`src/rtl/fp_au_pkg.sv`:
```
// rtl/fp_au_pkg.sv - shared types and constants for the FP arithmetic unit
package fp_au_pkg;

    localparam int INST_W  = 16;
    localparam int MADDR_W = 13;
    localparam int OP_W    = 2;

    localparam logic [INST_W-1:0] HALT_WORD = 16'hFFFF;

    // Instruction field positions: {addr[12:0], wr, op[1:0]}
    localparam int OP_LSB   = 0;
    localparam int OP_MSB   = 1;
    localparam int WR_BIT   = 2;
    localparam int ADDR_LSB = 3;
    localparam int ADDR_MSB = 15;

    typedef enum logic [1:0] {
        IDLE = 2'd0,
        RUN  = 2'd1,
        HALT = 2'd2
    } fetch_state_t;

    function automatic logic is_halt(input logic [INST_W-1:0] w);
        return w == HALT_WORD;
    endfunction

endpackage

```
`src/rtl/inst_mem.sv`:
```
// rtl/inst_mem.sv - instruction store, synchronous write, asynchronous read
module inst_mem
    import fp_au_pkg::*;
#(
    parameter int DEPTH = 256,
    parameter int PC_W  = 8
) (
    input  logic              clk,
    input  logic              we,
    input  logic [PC_W-1:0]   waddr,
    input  logic [INST_W-1:0] wdata,
    input  logic [PC_W-1:0]   raddr,
    output logic [INST_W-1:0] rdata
);

    logic [INST_W-1:0] mem [DEPTH];

    // Program load; contents survive reset on purpose
    always_ff @(posedge clk) begin
        if (we) begin
            mem[waddr] <= wdata;
        end
    end

    assign rdata = mem[raddr];

endmodule

```
`src/rtl/inst_fetch.sv`:
```
// rtl/inst_fetch.sv - instruction fetch stage: FSM, program counter, output registers
module inst_fetch
    import fp_au_pkg::*;
#(
    parameter int DEPTH = 256,
    parameter int PC_W  = 8
) (
    input  logic              clk,
    input  logic              rst,
    input  logic              start,
    input  logic              hold,
    input  logic              prog_we,
    input  logic [PC_W-1:0]   prog_addr,
    input  logic [INST_W-1:0] prog_data,
    output logic [INST_W-1:0] inst,
    output logic              inst_valid,
    output logic              stop,
    output logic [PC_W-1:0]   pc,
    output logic              busy
);

    fetch_state_t state, state_n;

    logic [INST_W-1:0] word;
    logic              mem_we;

    // end_pending: last word of memory was issued, stop lands on the next edge
    logic              end_pending, end_pending_n;
    logic [INST_W-1:0] inst_n;
    logic              inst_valid_n;
    logic              stop_n;
    logic [PC_W-1:0]   pc_n;

    // Writes are locked out while the program is executing
    assign mem_we = prog_we && (state != RUN);

    inst_mem #(
        .DEPTH (DEPTH),
        .PC_W  (PC_W)
    ) u_mem (
        .clk   (clk),
        .we    (mem_we),
        .waddr (prog_addr),
        .wdata (prog_data),
        .raddr (pc),
        .rdata (word)
    );

    // State register
    always_ff @(posedge clk or negedge rst) begin
        if (!rst) begin
            state <= IDLE;
        end else begin
            state <= state_n;
        end
    end

    // Next-state decode; a held edge never advances the FSM
    always_comb begin
        state_n = state;
        case (state)
            IDLE: begin
                if (start) state_n = RUN;
            end
            RUN: begin
                if (!hold && (end_pending || is_halt(word))) state_n = HALT;
            end
            HALT: begin
                if (start) state_n = RUN;
            end
            default: state_n = IDLE;
        endcase
    end

    // Next values for the fetch registers
    always_comb begin
        inst_n        = inst;
        inst_valid_n  = inst_valid;
        stop_n        = stop;
        pc_n          = pc;
        end_pending_n = end_pending;
        case (state)
            IDLE, HALT: begin
                if (start) begin
                    pc_n          = '0;
                    stop_n        = 1'b0;
                    end_pending_n = 1'b0;
                end
            end
            RUN: begin
                if (!hold) begin
                    if (end_pending || is_halt(word)) begin
                        inst_n        = '0;
                        inst_valid_n  = 1'b0;
                        stop_n        = 1'b1;
                        end_pending_n = 1'b0;
                    end else begin
                        inst_n        = word;
                        inst_valid_n  = 1'b1;
                        pc_n          = pc + PC_W'(1);
                        end_pending_n = (pc == PC_W'(DEPTH - 1));
                    end
                end
            end
            default: ;
        endcase
    end

    // Fetch registers; reset clears every output at once
    always_ff @(posedge clk or negedge rst) begin
        if (!rst) begin
            inst        <= '0;
            inst_valid  <= 1'b0;
            stop        <= 1'b0;
            pc          <= '0;
            end_pending <= 1'b0;
        end else begin
            inst        <= inst_n;
            inst_valid  <= inst_valid_n;
            stop        <= stop_n;
            pc          <= pc_n;
            end_pending <= end_pending_n;
        end
    end

    assign busy = (state == RUN);

endmodule

```
`config.mk`:
```
export PLATFORM = sky130hd
export DESIGN_NAME = inst_fetch
export DESIGN_NICKNAME = d
export VERILOG_FILES = /design/src/rtl/fp_au_pkg.sv /design/src/rtl/inst_mem.sv /design/src/rtl/inst_fetch.sv
export SDC_FILE = /design/constraint.sdc
export NUM_CORES = 2
export LEC_CHECK = 0
export BUFFER_PORTS_ARGS = -buffer_cell sky130_fd_sc_hd__buf_2
export CAP_MARGIN = 20
export CORE_MARGIN = 2
export CORE_UTILIZATION = 40
export CTS_BUF_LIST = sky130_fd_sc_hd__clkbuf_4
export DETAILED_ROUTE_END_ITERATION = 6
export PLACE_DENSITY = 0.54
export SLEW_MARGIN = 20
export SYNTH_ARGS = -nofsm -noshare
export SYNTH_HDL_FRONTEND = slang
export SYNTH_SLANG_ARGS = --single-unit
export TNS_END_PERCENT = 1
```
`constraint.sdc`:
```
create_clock -name clk -period 10.4 [get_ports clk]
set_input_delay 1.04 -clock clk [delete_from_list [all_inputs] [get_ports clk]]
set_output_delay 1.04 -clock clk [all_outputs]
set_load 0.005 [all_outputs]
```
# == Word-level counts from Yosys, hierarchy flattened ==
# Memory sizes are Yosys's and may differ from the RTL's.
# Cells that the tools add are included.
# word_totals
n_memories,1
word_cells,49
input_bits,29
ff_bits,29
output_inout_bits,27
ram_bits,4096
# memory_table
name,depth,word_bits,read_ports,rd_clocked_by_memory_dff,wr,line_no,source
u_mem.mem,256,16,1,0,1,inst_mem.sv:16,logic [INST_W-1:0] mem [DEPTH];
# op_classes
eq_ne,10
reduce_logical,12
bitwise_logic,1
n_mux,18
addsub,1
# op_table
cell,n
$mux W8,3
$eq A16 B16 Y1 const B,1
$mux W16,1
$pmux W8 S2,1
$add A8 B1 Y8 const B,1
$eq A8 B8 Y1 const B,1
$mux W1,8
$ne A2 B1 Y1 const B,4
$reduce_and A4 Y1,2
$mux W2,2
$ne A2 B2 Y1 const B,2
$pmux W1 S2,2
$pmux W2 S2,1
$reduce_and A2 Y1,2
$reduce_and A3 Y1,1
$eq A2 B1 Y1 const B,1
$eq A2 B2 Y1 const B,1
$logic_and A1 B1 Y1,2
$logic_not A2 Y1,1
$reduce_bool A2 Y1,1
$reduce_or A2 Y1,1
$logic_not A1 Y1,1
$logic_or A1 B1 Y1,1
$not A1 Y1,1

# == Longest topological paths before layout ==
# An unclocked memory read counts as a cell.
# depth
depth_word,6
mapped_depth,19
mapped_depth_nobuf,11

# == Modules after synthesis ==
# Synthesis repeated with hierarchy kept, for this count alone.
# unflattened
hier_cells,7490
hier_area_um2,159749.5
# modules_own_cells
mod,n_inst,seq_area_each_um2,cells_each,area_per_inst_um2
inst_mem,1,122998.0,7344,158394.4
inst_fetch,1,725.7,146,1355.0

# == Worst setup path after synthesis ==
# No wires, ideal clock.
# synth_path
path_kind,reg2reg
start,reg pc[0]
end,reg pc[5]
period_less_slack_ns,3.403
stages_incl_launch_ff,15
t_required_ns,10.330
arrival_ns,3.334
path_buffers,4
setup_time_ns,0.070
path_slack_ns,6.997
cell_sequence,dfrtp_1 > buf_6 > buf_12 > buf_12 > buf_2 > mux4_2 > a22oi_1 > a21oi_1 > or4_1 > o41ai_2 > nor4_2 > nand4_2 > nor2_2 > or4_1 > nand3_1
# synth_via
elab_chain_len,5
elab_cells_between_ends,9
classes_between,add/sub: 1; eq/ne: 2; mux: 3; reduce/logical: 2; memory: 1
# synth_rtl
element,line_no,source
start: declaration,inst_fetch.sv:18,"output logic [PC_W-1:0] pc,"
start signal: assignment,inst_fetch.sv:121,pc <= pc_n;
$mem_v2 Z256 W16,--,
$eq A16 B16 Y1,fp_au_pkg.sv:24,return w == HALT_WORD;
$logic_or A1 B1 Y1,inst_fetch.sv:92,if (end_pending || is_halt(word)) begin
$ne A2 B2 Y1 (no line),--,
$reduce_and A4 Y1 (no line),--,
# Parallel ways exist; a longest one is shown, timed or not. The select of a mux whose other input is x is not followed.
# A chain may end at the register's enable or synchronous reset.

# == Final worst setup path ==
# layout_path
start,reg pc[1]
end,reg end_pending
# layout_via
elab_chain_len,6
elab_cells_between_ends,7
classes_between,eq/ne: 2; mux: 3; reduce/logical: 1; memory: 1
# layout_rtl
element,line_no,source
$mem_v2 Z256 W16,--,
$eq A16 B16 Y1,fp_au_pkg.sv:24,
$logic_or A1 B1 Y1,inst_fetch.sv:92,
$mux W1 *,inst_fetch.sv:92,
$mux W1 *,inst_fetch.sv:91,if (!hold) begin
$pmux W1 S2 *,inst_fetch.sv:82,case (state)
end signal: assignment,inst_fetch.sv:122,end_pending <= end_pending_n;
end: declaration,inst_fetch.sv:28,"logic end_pending, end_pending_n;"
# Mark *: on every way between the ends. The rest lies on a longest branch, timed or not. The select of a mux whose other input is x is not followed.

==> impl_summary.log <==
INFO  metric outcome = finished clean
INFO  metric drv_cap = 0
INFO  metric critical_path.cell_chain = buf_4 -> buf_4 -> mux4_2 -> mux2i_1 -> a221oi_1 -> nor3_1 -> o21ai_0 -> nand4_1 -> nor3_2 -> nand3_2 -> o21ai_2 -> nor3_2 -> a22o_1
INFO  metric mostFrequentLayoutCells = edfxtp_1 (4096), clkbuf_4 (1590), mux4_2 (839)
INFO  metric synth_compound_area_share = 2.91%
INFO  metric synthesis.area = 160000 sq um
INFO  metric finish.net_count = 8576
INFO  metric mostFrequentLayoutCell = edfxtp_1
INFO  metric initial_antenna_violation_count = 44
INFO  metric critical_path_peak_fanout = 44
INFO  metric timing_max_transition_violations_final = 0
INFO  metric p_per_area = 231 nW/um^2
INFO  metric synth_adder_area_share = 0.00781%
INFO  metric slew_headroom = 9.85%
INFO  metric synthesis.nets = 7377
INFO  metric finalWeightedCongestion = 0.889
INFO  metric fp.dieW = 637 um
INFO  metric layout-area-overhead-vs-synth = 13.3%
INFO  metric static-leakage-power = 58.1 nW
INFO  metric placement.io_buffers = 55
INFO  metric layoutNonFillerInstCount = 14500
INFO  metric floorplan.core_area = 399000 sq um
INFO  metric timing.critical_path.to_type = register
INFO  metric ant_nets = 0
INFO  metric synth_enable_flop_cells = 4096
INFO  metric clkSinkCount = 4125
INFO  metric routed_wire_length_per_instance = 35.2 um
INFO  metric synthXorXnorAreaFrac = 0%
INFO  metric ctsRootBufferMaster = clkbuf_4
INFO  metric cp_data_required_time = 12.00 ns
INFO  metric timing.critical_path.arrival = 7.88 ns
INFO  metric detailed_place_hpwl = 300 mm
INFO  metric number_of_global_route_vias_before_repair = 86400
INFO  metric vdd.ir_drop.worst = 0.195 mV
INFO  metric grt.total_usage = 25.0%
INFO  metric timing.critical_path.slowest_cell_delay = 1.04 ns
INFO  metric fraction_of_final_layout_cells_with_drive_strength_greater_than_1 = 35.0%
INFO  metric clk_path_buf_depth = 5
INFO  metric ys_seq_elements = 4125
INFO  metric die_area = 406000 sq um
INFO  metric drt-total-wl = 511 mm
INFO  metric post_synth.cell_area_avg = 21.8 sq um
INFO  metric grt_pass1_wl = 696 mm
INFO  metric sequential_cell_area_fraction_in_the_yosys_report = 77.2%
INFO  metric cts_tree = done
INFO  metric remaining_drc_errors = 0
INFO  metric cts.reportedPaths.clkPinSlew = 0.07 ns
INFO  metric skew = 0.146 ns
INFO  metric dp_cells = 12600
INFO  metric yosysWarningCount = 0
INFO  metric effective_utilization_at_floorplan = 40.2%
INFO  metric rows = 232
INFO  metric cts-buffers-inserted = 1139
INFO  metric synth.distinct_cells = 95
INFO  metric whs = 0.286 ns
INFO  metric grt_max_degree = 193
INFO  metric setup_repair_after_global_routing_missed_its_margin = no
INFO  metric crit_slowest_cell = a221oi_1
INFO  metric worst_setup_path_start_kind = register
INFO  metric insertion_delay = 1.73 ns
INFO  metric drtIter0Drc = 12100
INFO  metric route.vias.total = 86500
INFO  metric post-layout-total-power = 0.0419 W
INFO  metric critical_path_class = register to register
INFO  metric finalHoldViolations = 0
INFO  metric grt_overflow = 0
INFO  metric holdCritPathClass = input port to register
INFO  metric setup_viol = 0
INFO  metric post_synth_and_or_nand_nor_area_fraction = 2.29%
INFO  metric post_cts_resized = 0
INFO  metric largest_family_of_logic_cells_by_synthesized_area = multiplexers
INFO  metric post-route-period-util = 60.4%
INFO  metric ffs_w_async_s_r_synth = 0.703%
INFO  metric cts_max_level = 7
INFO  metric maxClockFrequency = 159 MHz
INFO  metric synth_mux_area_share = 15.5%
INFO  metric fin_crit = 6.29 ns
INFO  metric top_level_ports = 56
INFO  metric vias_per_cell = 5.95
INFO  metric totalNegativeSetupSlack = 0 ns
INFO  metric detailedRoute.firstPassIterationCount = 6
INFO  metric die_h = 637 um
INFO  metric post_synth_inst_count = 7347
INFO  metric worst-slew-pin-transition = 1.35 ns
INFO  metric most_used_flip_flop_cell_after_synthesis = edfxtp_1
Yosys cell counts (20+ instances only):
| cell | number | share of area, % |
|---|---|---|
| nor2_1 | 300 | 0.70 |
| dfrtp_1 | 29 | 0.45 |
| buf_2 | 125 | 0.39 |
| a21oi_1 | 112 | 0.35 |
| buf_12 | 52 | 0.65 |
| mux4_2 | 839 | 12 |
| o21ai_0 | 52 | 0.16 |
| nor2b_1 | 31 | 0.12 |
| mux4_1 | 72 | 1.2 |
| nor3_1 | 20 | 0.062 |
| mux2_2 | 32 | 0.22 |
| buf_1 | 20 | 0.047 |
| a22oi_1 | 223 | 1.0 |
| a31oi_1 | 29 | 0.11 |
| mux2i_1 | 358 | 2.2 |
| nand3_1 | 99 | 0.31 |
| nand4_1 | 32 | 0.12 |
| a221oi_1 | 36 | 0.20 |
| edfxtp_1 | 4096 | 77 |
| nand2_1 | 251 | 0.59 |
| o22ai_1 | 44 | 0.17 |
| clkbuf_1 | 115 | 0.27 |
| a22o_1 | 24 | 0.13 |
| buf_4 | 43 | 0.20 |
| buf_6 | 49 | 0.34 |
final timing paths:
check                      startpoint          end  slack, ns  depth (start not counted)
max                             pc[1]  end_pending       4.11                         13
min                             start     state[1]       0.29                          3
max reg2reg                     pc[1]  end_pending       4.11                         13
min reg2reg                  state[0]     state[1]       0.53                          1
max in group asynchronous         rst        pc[4]       8.96                          4
min in group asynchronous         rst         stop       0.62                          3
cell type report:
| cell class | instances | area [sq um] |
|---|---|---|
| tap | 5265 | 6590 |
| antenna | 41 | 103 |
| multi-input combinational | 2782 | 33900 |
| fill | 33900 | 217000 |
| timing repair buffer | 490 | 4130 |
| inverter | 8 | 38.8 |
| sequential | 4125 | 124000 |
| clock inverter | 226 | 1230 |
| clock buffer | 1590 | 11900 |
timing repair:
item,in CTS,in global routing
hold endpoints to repair,1482,0
buffers inserted,0,0
hold buffers,26,0
metal layers:
metal	wire length (um)	track usage, %
met5	16	0
met3	48900	6.29
met2	240000	38.8
met4	21400	11.3
met1	201000	33.5
cells by family (layout without fill, tap and decap cells):
family	count (synthesis)	count (layout)
compound gates	659	659
fa+ha+maj	1	1
buf+inv	440	2314
flops	4125	4125
mux	1304	1304
other cells	0	41
simple gates	818	818
sequential cells by signal, summed over array words and instances, names as in the netlist:
register	count
pc	8
inst_valid	1
state	2
inst	16
end_pending	1
u_mem.mem	4096
stop	1
metrics by stage:
stage	utilization [%]	area (sq um)	worst slack [ns]
4_1_cts	45.5	181000	4.20
3_3_place_gp	42.1	168000	4.13
5_1_grt	45.5	182000	4.27
2_1_floorplan	-	160000	7.00
6_report	45.5	182000	4.11
3_5_place_dp	42.1	168000	4.24
where the power goes:
| group | switching, W | total (W) | internal (W) |
|---|---|---|---|
| combinational | 0.00645 | 0.00946 | 0.00301 |
| clock | 0.00652 | 0.0138 | 0.00730 |
| sequential | 0.000303 | 0.0186 | 0.0183 |
| total | 0.0133 | 0.0419 | 0.0286 |
worst max-delay path: cells and delay by family (launching register included):
family,cells,cell delay (ns)
AOI/OAI and AO/OA,4,2.45
buffers and inverters,2,1.29
and+or+nand+nor,5,1.00
DFF,1,0.88
muxes,2,0.38
Power figures use the tool's default switching activity.
